--- src/rtl/frame_scheduler.sv ---
// Frame scheduler: walks the screen in raster order and hands each pixel to an
// idle iteration engine chosen round-robin, honouring downstream backpressure.
module frame_scheduler #(
    parameter int PIXEL_DATA_WIDTH  = 10,
    parameter int ENGINE_DATA_WIDTH = 25,
    parameter int SCREEN_WIDTH      = 640,
    parameter int SCREEN_HEIGHT     = 480,
    parameter int NUM_ENGINES       = 4
) (
    input  logic                                clk,
    input  logic                                reset,
    input  logic                                frame_start,
    input  logic signed [ENGINE_DATA_WIDTH-1:0] x_offset_in,
    input  logic signed [ENGINE_DATA_WIDTH-1:0] y_offset_in,
    input  logic                                full_queue,
    input  logic        [NUM_ENGINES-1:0]       engine_idle,
    output logic                                pix_valid,
    output logic        [PIXEL_DATA_WIDTH-1:0]  pixel_x,
    output logic        [PIXEL_DATA_WIDTH-1:0]  pixel_y,
    output logic        [NUM_ENGINES-1:0]       engine_sel,
    output logic signed [ENGINE_DATA_WIDTH-1:0] x_offset,
    output logic signed [ENGINE_DATA_WIDTH-1:0] y_offset,
    output logic                                busy,
    output logic                                frame_done
);

    localparam int PTR_W = (NUM_ENGINES > 1) ? $clog2(NUM_ENGINES) : 1;
    localparam logic [PIXEL_DATA_WIDTH-1:0] X_LAST = PIXEL_DATA_WIDTH'(SCREEN_WIDTH - 1);
    localparam logic [PIXEL_DATA_WIDTH-1:0] Y_LAST = PIXEL_DATA_WIDTH'(SCREEN_HEIGHT - 1);

    typedef enum logic [1:0] {
        S_IDLE,
        S_SCAN,
        S_DRAIN,
        S_DONE
    } state_t;

    state_t                                r_state;
    logic        [PIXEL_DATA_WIDTH-1:0]    r_scan_x;
    logic        [PIXEL_DATA_WIDTH-1:0]    r_scan_y;
    logic        [PTR_W-1:0]               r_rr_ptr;
    logic                                  r_pix_valid;
    logic        [PIXEL_DATA_WIDTH-1:0]    r_pixel_x;
    logic        [PIXEL_DATA_WIDTH-1:0]    r_pixel_y;
    logic        [NUM_ENGINES-1:0]         r_engine_sel;
    logic signed [ENGINE_DATA_WIDTH-1:0]   r_x_offset;
    logic signed [ENGINE_DATA_WIDTH-1:0]   r_y_offset;
    logic                                  r_busy;
    logic                                  r_frame_done;

    logic        [NUM_ENGINES-1:0]         w_eligible;
    logic                                  w_found;
    logic        [PTR_W-1:0]               w_grant_idx;
    logic        [NUM_ENGINES-1:0]         w_grant;
    logic                                  w_issue;
    logic                                  w_last_pixel;

    // Engine index (base + offs) folded back into 0..NUM_ENGINES-1.
    function automatic logic [PTR_W-1:0] wrap_idx(input int base, input int offs);
        int s;
        s = base + offs;
        if (s >= NUM_ENGINES) s = s - NUM_ENGINES;
        return PTR_W'(s);
    endfunction

    // NOTE: r_engine_sel is zero whenever the previous edge issued nothing, so it
    // doubles as the "granted at the previous edge" mask without extra state.
    assign w_eligible = engine_idle & ~r_engine_sel;

    // NOTE: every variable gets a default before the loop so no latch is inferred.
    always_comb begin
        w_found     = 1'b0;
        w_grant_idx = '0;
        for (int i = 0; i < NUM_ENGINES; i++) begin
            if (!w_found && w_eligible[wrap_idx(int'(r_rr_ptr), i)]) begin
                w_found     = 1'b1;
                w_grant_idx = wrap_idx(int'(r_rr_ptr), i);
            end
        end
    end

    assign w_grant      = w_found ? (NUM_ENGINES'(1) << w_grant_idx) : '0;
    assign w_issue      = (r_state == S_SCAN) && !full_queue && w_found;
    assign w_last_pixel = (r_scan_x == X_LAST) && (r_scan_y == Y_LAST);

    // NOTE: state is updated with non-blocking assignments only, so every
    // right-hand side below sees the values from before this edge.
    always_ff @(posedge clk or negedge reset) begin
        if (!reset) begin
            r_state      <= S_IDLE;
            r_scan_x     <= '0;
            r_scan_y     <= '0;
            r_rr_ptr     <= '0;
            r_pix_valid  <= 1'b0;
            r_pixel_x    <= '0;
            r_pixel_y    <= '0;
            r_engine_sel <= '0;
            r_x_offset   <= '0;
            r_y_offset   <= '0;
            r_busy       <= 1'b0;
            r_frame_done <= 1'b0;
        end else begin
            r_pix_valid  <= w_issue;
            r_engine_sel <= w_issue ? w_grant : '0;
            r_frame_done <= 1'b0;

            if (w_issue) begin
                r_pixel_x <= r_scan_x;
                r_pixel_y <= r_scan_y;
                r_rr_ptr  <= wrap_idx(int'(w_grant_idx), 1);
                if (r_scan_x == X_LAST) begin
                    r_scan_x <= '0;
                    r_scan_y <= w_last_pixel ? '0 : r_scan_y + 1'b1;
                end else begin
                    r_scan_x <= r_scan_x + 1'b1;
                end
            end

            case (r_state)
                S_IDLE: begin
                    if (frame_start) begin
                        r_x_offset <= x_offset_in;
                        r_y_offset <= y_offset_in;
                        r_scan_x   <= '0;
                        r_scan_y   <= '0;
                        r_busy     <= 1'b1;
                        r_state    <= S_SCAN;
                    end
                end
                S_SCAN: begin
                    if (w_issue && w_last_pixel) r_state <= S_DRAIN;
                end
                S_DRAIN: begin
                    // Hold the frame open until every engine has finished its pixel.
                    if (&engine_idle) begin
                        r_frame_done <= 1'b1;
                        r_state      <= S_DONE;
                    end
                end
                S_DONE: begin
                    r_busy  <= 1'b0;
                    r_state <= S_IDLE;
                end
                default: r_state <= S_IDLE;
            endcase
        end
    end

    assign pix_valid  = r_pix_valid;
    assign pixel_x    = r_pixel_x;
    assign pixel_y    = r_pixel_y;
    assign engine_sel = r_engine_sel;
    assign x_offset   = r_x_offset;
    assign y_offset   = r_y_offset;
    assign busy       = r_busy;
    assign frame_done = r_frame_done;

endmodule

--- config.mk ---
export PLATFORM = sky130hd
export DESIGN_NAME = frame_scheduler
export DESIGN_NICKNAME = d
export VERILOG_FILES = /design/src/rtl/frame_scheduler.sv
export SDC_FILE = /design/constraint.sdc
export NUM_CORES = 1
export LEC_CHECK = 0
export ABC_AREA = 1
export BUFFER_PORTS_ARGS = -buffer_cell sky130_fd_sc_hd__buf_2
export CAP_MARGIN = 40
export CORE_ASPECT_RATIO = 1.4
export CORE_UTILIZATION = 40
export CTS_CLUSTER_SIZE = 16
export DETAILED_ROUTE_END_ITERATION = 8
export PLACE_DENSITY = 0.66
export SYNTH_ARGS = -nofsm -noshare
export SYNTH_HDL_FRONTEND = slang
export SYNTH_SLANG_ARGS = --single-unit
--- constraint.sdc ---
create_clock -name clk -period 2 [get_ports clk]
set_clock_uncertainty 0.05 [all_clocks]
set_input_delay 0.1 -clock clk [delete_from_list [all_inputs] [get_ports clk]]
set_output_delay 0.1 -clock clk [all_outputs]
set_load 0.005 [all_outputs]
==> run metrics, run 1 <==
Worst EP required about 2.2 ns; clock latency on the worst-skew pair roughly 0.34 ns; CTS Buf Count 9; # IOs approximately 140; Final nets 871; layout cells sized above 1 26.2%; Antenna Nets Post-Route 0; WL final 13.0 mm; Synth async-reset ratio 100%; syn avg cell area 7.94 sq um; arrival time worst endpoint 2.15 ns; Antenna diodes 0; Port Buffers 134; sequential-to-total area share from yosys stat 52.6%; Yosys top cell by area dfrtp_1; worst hold path class primary input to flop; Max Fclk 507 MHz; synthesized instance count 605; synth cell count leaders nand2_1 (268), dfrtp_1 (101), inv_1 (48), nand3_1 (42), o21ai_0 (28); Rel. slew slack 60.9%; Final Hold Fails 0; RePlAce Congestion just over 0.9; drt initial violations 267; Die Height 132 um; EDFF count, synth 0; Worst Tran Pin Value slightly below 0.6 ns; Synth-to-Final Area Change 40.6%; vias in the first global route approximately 4800; core area 11800 sq um; Synth Flop Type dfrtp_1; clock slew at reported path FFs approximately 0.070 ns; DP HPWL around 8.7 mm; dominant cells by area after synthesis dfrtp_1 (53%), nand2_1 (21%), nand3_1 (4.4%), inv_1 (3.8%), o21ai_0 (2.9%); YS warnings 0; Worst setup SP type flop; met1 Use GR approximately 26%; H-tree levels 3; via count between 4000 and 5000; Synth cell types 32; peak supply drop 661 uV; first-pass GRT wire length 21.6 mm; RSZ-0062 raised after global routing yes; GRT met3 Usage 5.27%; CP Max Fanout 8; Num Clock Sinks 101; Design Area, Final 6750 sq um; CTS tree yes; Mapped Area 4800 sq um; iteration count of the initial detailed-routing pass 5; Tmin final just under 2 ns; CTS Root Cell clkbuf_16; Rows 47; synthesis-stage register bit count slightly above 100; TNS Setup 0 ns; status finished, final reports clean; final period utilization 98.5%; Leak 0.00369 uW; post-synth top area share 52.6%; routed len/inst ~14 um; DP Worst Slack -0.0834 ns; Mapped Nets 673; Critical Path End Type flop; DP Area 5700 sq um; Die X ~95 um; setup ws final between 0.02 and 0.03 ns; global routing usage on met2 36.9%; WS Path Type flop to flop; global route hottest layer met2; pin count of the biggest net entering global routing 52; Final Max Slew Viols 0; gr usage total a little over a fifth; Remaining Overflow, GRT 0; top-count cell post-synth nand2_1; initial antenna violation count 0; Max Cap Viol 0; worst-case clock buffer depth 2; power density cells 1230 nW/um^2; area of the die 12500 sq um; Initial Util 40.8%; Via-to-Cell Ratio 4.96; Setup-failing EPs final 0; drt drc 0; Overall Power 8280 uW
[repair_timing]
item	CTS	global route
endpoints found under the hold margin	91	0
hold buffers	52	0
gates resized for setup	4	33
endpoints found under the setup margin	4	16
pin swaps	0	11
buffers inserted	0	9
[logic make-up (layout without fill, tap and decap cells)]
| group | after synthesis | after routing | synth area share [%] |
|---|---|---|---|
| AOI/OAI and AO/OA | 50 | 50 | 5.50 |
| xor gates and xnor gates | 3 | 3 | 0.547 |
| adders and majority gates | 10 | 10 | 2.60 |
| buffers and inverters | 76 | 279 | 6.85 |
| DFF | 101 | 101 | 52.6 |
| and+or+nand+nor | 365 | 365 | 31.9 |
[report_power, final]
group	internal (uW)	total [uW]	switching (uW)
clock	1010	1790	781
sequential	2650	3050	397
combinational	1460	3430	1980
total	5120	8280	3160
[through the flow]
| step | hold slack (ns) | instances | util [%] |
|---|---|---|---|
| detailed placement | 0.0877 | 878 | 48.5 |
| finish | 0.129 | 955 | 57.4 |
| global placement | 0.0786 | 878 | 48.5 |
| CTS | 0.123 | 946 | 55.6 |
| floorplan | -0.246 | 605 | - |
| global route | 0.152 | 955 | 57.4 |
[final timing paths]
path | cells past startpoint | slack [ns] | startpoint | end
setup / recovery | 12 | 0.03 | r_rr_ptr[0] | r_rr_ptr[1]
hold / removal | 3 | 0.13 | engine_idle[3] | frame_done
setup reg to reg | 12 | 0.03 | r_rr_ptr[0] | r_rr_ptr[1]
hold reg to reg | 2 | 0.43 | x_offset[4] | x_offset[4]
max in group asynchronous | 3 | 1.01 | reset | y_offset[2]
min in group asynchronous | 2 | 0.23 | reset | x_offset[5]
[cell usage in the layout, fill, tap and decap left out, types with 2 or more instances in the layout]
| master | Yosys | routed |
|---|---|---|
| nand2_1 | 268 | 259 |
| buf_2 | 6 | 133 |
| dfrtp_1 | 101 | 99 |
| dlygate4sd3_1 | 0 | 52 |
| inv_1 | 48 | 46 |
| nand3_1 | 42 | 34 |
| o21ai_0 | 28 | 27 |
| nor2_1 | 23 | 21 |
| buf_4 | 1 | 19 |
| nand4_1 | 16 | 16 |
| a21oi_1 | 14 | 14 |
| ha_1 | 10 | 9 |
| clkbuf_16 | 0 | 9 |
| nand2_2 | 2 | 8 |
| nand3_2 | 2 | 7 |
| clkinv_4 | 0 | 4 |
| inv_2 | 3 | 4 |
| nor3_1 | 4 | 4 |
| a22oi_1 | 4 | 4 |
| buf_12 | 0 | 4 |
| nand2_4 | 1 | 3 |
| nand3_4 | 0 | 3 |
| nor2_2 | 1 | 3 |
| o21ai_1 | 2 | 3 |
| xor2_1 | 2 | 2 |
| nand3b_1 | 2 | 2 |
| buf_6 | 4 | 2 |
| dfrtp_2 | 0 | 2 |
[layout make-up]
class,count,area [sq um]
fill,1042,5010
sequential,101,2530
multi-input combinational,428,2070
timing repair buffer,211,1460
clock buffer,10,239
inverter,52,203
tap,147,184
clock inverter,6,70.1
[registers in the layout, summed over array words and instances, names as in the netlist]
name        cells
busy            1
engine_sel      4
frame_done      1
pix_valid       1
pixel_x        10
pixel_y        10
r_rr_ptr        2
r_scan_x       10
r_scan_y       10
r_state         2
x_offset       25
y_offset       25
[critical path, cell delays in order, from the launching register on]
cell and delay [ns]:
dfrtp_2 0.48, clkinv_4 0.13, nand2_2 0.08, nand2_4 0.09, nand3_4 0.08, nand2_4 0.12
nand2_2 0.06, o211ai_1 0.19, o21ai_1 0.10, nand2_1 0.12, ha_1 0.24, nand2_1 0.07
o21ai_1 0.06
[per-layer routing]
layer,vias up,wire length (um)
met5,-,0
met4,0,319
met3,31,855
met2,194,6590
met1,2205,5210
li1,2307,-
(Power assumes the default switching activity.)
==> run 2, diff against run 1 <==
--- a/config.mk
+++ b/config.mk
@@ -9,10 +9,11 @@
 export BUFFER_PORTS_ARGS = -buffer_cell sky130_fd_sc_hd__buf_2
 export CAP_MARGIN = 40
 export CORE_ASPECT_RATIO = 1.4
-export CORE_UTILIZATION = 40
+export CORE_UTILIZATION = 47
 export CTS_CLUSTER_SIZE = 16
 export DETAILED_ROUTE_END_ITERATION = 8
-export PLACE_DENSITY = 0.66
+export PLACE_DENSITY = 0.76
+export SETUP_SLACK_MARGIN = 0.02
 export SYNTH_ARGS = -nofsm -noshare
 export SYNTH_HDL_FRONTEND = slang
 export SYNTH_SLANG_ARGS = --single-unit
==> run metrics, run 2 (synthesis gave the netlist of run 1 again) <==
CTS tree yes; worst-case clock buffer depth 2 (unchanged); iteration count of the initial detailed-routing pass 6 (+1); clock slew at reported path FFs 0.07 ns (about the same); Psw 3100 uW (-1.7%); first-pass GRT wire length 21.0 mm (-2.7%); Final nets 873 (+0.23%); via count 4814 (+1.6%); CTS Buf Count 9 (unchanged); core area 9900 sq um (-16%); vias in the first global route 4665 (-3.2%); layout cells sized above 1 25.6% (-0.65 points); Most common cell on crit path nand2_2; Via-to-Cell Ratio 5.10 (+2.8%); Seq pwr share 38.0% (+1.1 points); Setup-failing EPs final 0 (unchanged); RePlAce Congestion 0.889 (-3.1%); Rows 43 (-8.5%); Tmin final 1.97 ns (+0.00142 ns); Num Clock Sinks 101 (unchanged); most frequent cells in the layout nand2_1 (262), buf_2 (133), dfrtp_1 (99); Max Fclk 507 MHz (about the same); hold slack final 0.152 ns (+0.0228 ns); Initial Util 48.5% (+7.7 points); clock power share 20.2% (-1.5 points); Hold Path Stages 3 (unchanged); DP Worst Slack -0.0220 ns (+0.0613 ns); arrival time worst endpoint 2.14 ns (about the same); Worst EP required 2.17 ns (about the same); Worst Tran Pin Value 0.675 ns (+0.0882 ns); DP HPWL 8.41 mm (-3.0%); Leak 0.00364 uW (-1.2%); Worst setup SP type flop; Synth-to-Final Area Change 38.2%; power density cells 1210 nW/um^2 (-1.5%); crit path from r_rr_ptr[0]; Max Cap Viol 0 (unchanged); switch share 38.7% (+0.61 points); Remaining Overflow, GRT 0 (unchanged); CP Max Fanout 8 (unchanged); routed len/inst 13.9 um (+2.5%); Internal Pwr Total 4910 uW (-4.1%); Port Buffers 134 (unchanged); max incr delay on CP 0.45 ns (-0.03 ns); Critical-path top delay cell dfrtp_2; RSZ-0062 raised after global routing yes; H-tree levels 3 (unchanged); initial antenna violation count 0 (unchanged); clock latency on the worst-skew pair 0.34 ns (about the same); worst-path cell chain inv_4 -> nand2_2 -> nand2_2 -> nand3_4 -> nand2_4 -> nand2_2 -> o211ai_1 -> o21ai_1 -> nand2_1 -> ha_1 -> nand2_1 -> o21ai_1; Die Height 122 um (-7.6%); Combinational Power Share 41.7% (+0.2 points); drt drc 0 (unchanged); Hold Path Origin engine_idle[3]; WS Path Type flop to flop; Critical Path End Type flop; CTS Root Cell clkbuf_16; Rel. slew slack 55.0% (-5.9 points); area of the die 10600 sq um (-15%); peak supply drop 712 uV (+7.7%); worst hold path class primary input to flop; Die X 87.4 um (-7.6%); most common cell after layout, fill and taps aside nand2_1; # IOs 135 (unchanged); pin count of the biggest net entering global routing 53 (+1.9%); Final Hold Fails 0 (unchanged); drt initial violations 306 (+15%); Final Max Slew Viols 0 (unchanged); worst r2r src r_rr_ptr[0]; Worst R2R Path Depth 12 (unchanged); gr usage total 25.4% (+3.8 points); setup ws final 0.0277 ns (-0.00142 ns); status finished, final reports clean; WL final 13.1 mm (+1.3%); final period utilization 98.6% (about the same); Antenna diodes 0 (unchanged); Antenna Nets Post-Route 0 (unchanged)
-- run 2: cell count changes in the layout (fill, tap and decap cells not counted), moves of 2 or more --
cell        previous run  this run
buf_4                 19        23
clkinv_4               4         2
clkinvlp_4             0         2
nand2_1              259       262
nand2_2                8         6
nand3_1               34        36
nand3_4                3         1
-- run 2: final cells by class --
type	count	area, sq um
clock buffer	10	239
tap	135	169
timing repair buffer	213	1450
fill	828	3260
clock inverter	5	37.5
sequential	101	2530
multi-input combinational	428	2010
inverter	52	200
-- run 2: power groups by stage --
stage	clock network [uW]	registers [uW]	logic, uW
5_1_grt	1720	3110	3720
3_3_place_gp	0	3010	2760
3_5_place_dp	0	3030	2900
4_1_cts	1660	3030	2960
2_1_floorplan	0	3050	1740
6_report	1620	3050	3340
-- run 2: worst paths after layout --
| check | to | slack, ns |
|---|---|---|
| setup / recovery | r_rr_ptr[1] | 0.03 |
| hold / removal | frame_done | 0.15 |
| setup reg to reg | r_rr_ptr[1] | 0.03 |
| hold reg to reg | pixel_x[8] | 0.43 |
| max in group asynchronous | x_offset[8] | 0.97 |
| min in group asynchronous | y_offset[0] | 0.27 |
-- run 2: worst max-delay path: cells and delay by family, from the launching register on --
family,cells,cell delay [ns]
and+or+nand+nor,7,0.65
DFF,1,0.45
AOI/OAI and AO/OA,3,0.34
adders and majority gates,1,0.24
buffers and inverters,1,0.12
-- run 2: per-stage QoR --
| step | instances | instance area [sq um] | utilization [%] | power, uW | setup TNS [ns] |
|---|---|---|---|---|---|
| after floorplan | 605 | 4800 | - | 4790 | 0 |
| after global placement | 868 | 5700 | 57.6 | 5770 | 0 |
| after detailed placement | 868 | 5700 | 57.6 | 5930 | -0.0224 |
| after CTS | 935 | 6500 | 65.7 | 7650 | 0 |
| after global routing | 944 | 6640 | 67.1 | 8550 | -0.152 |
| final | 944 | 6640 | 67.1 | 8010 | 0 |
-- run 2: metal layers --
layer / vias up / global-route usage (%) / routed length [um] / share of wire, %
li1: 2304 / - / - / -
met1: 2291 / 29.2 / 5310 / 40
met2: 183 / 44.6 / 6700 / 51
met3: 36 / 6.03 / 793 / 6.0
met4: 0 / 10.9 / 333 / 2.5
met5: - / 0 / 0 / 0
-- run 2: repair_timing --
| action | CTS | global route |
|---|---|---|
| cloned | 0 | 0 |
| hold buffers | 52 | 0 |
| setup endpoints to repair | 4 | 13 |
| hold endpoints to repair | 102 | 0 |
| gates resized for setup | 1 | 22 |
| buffers inserted | 0 | 9 |
| pin swaps | 0 | 8 |
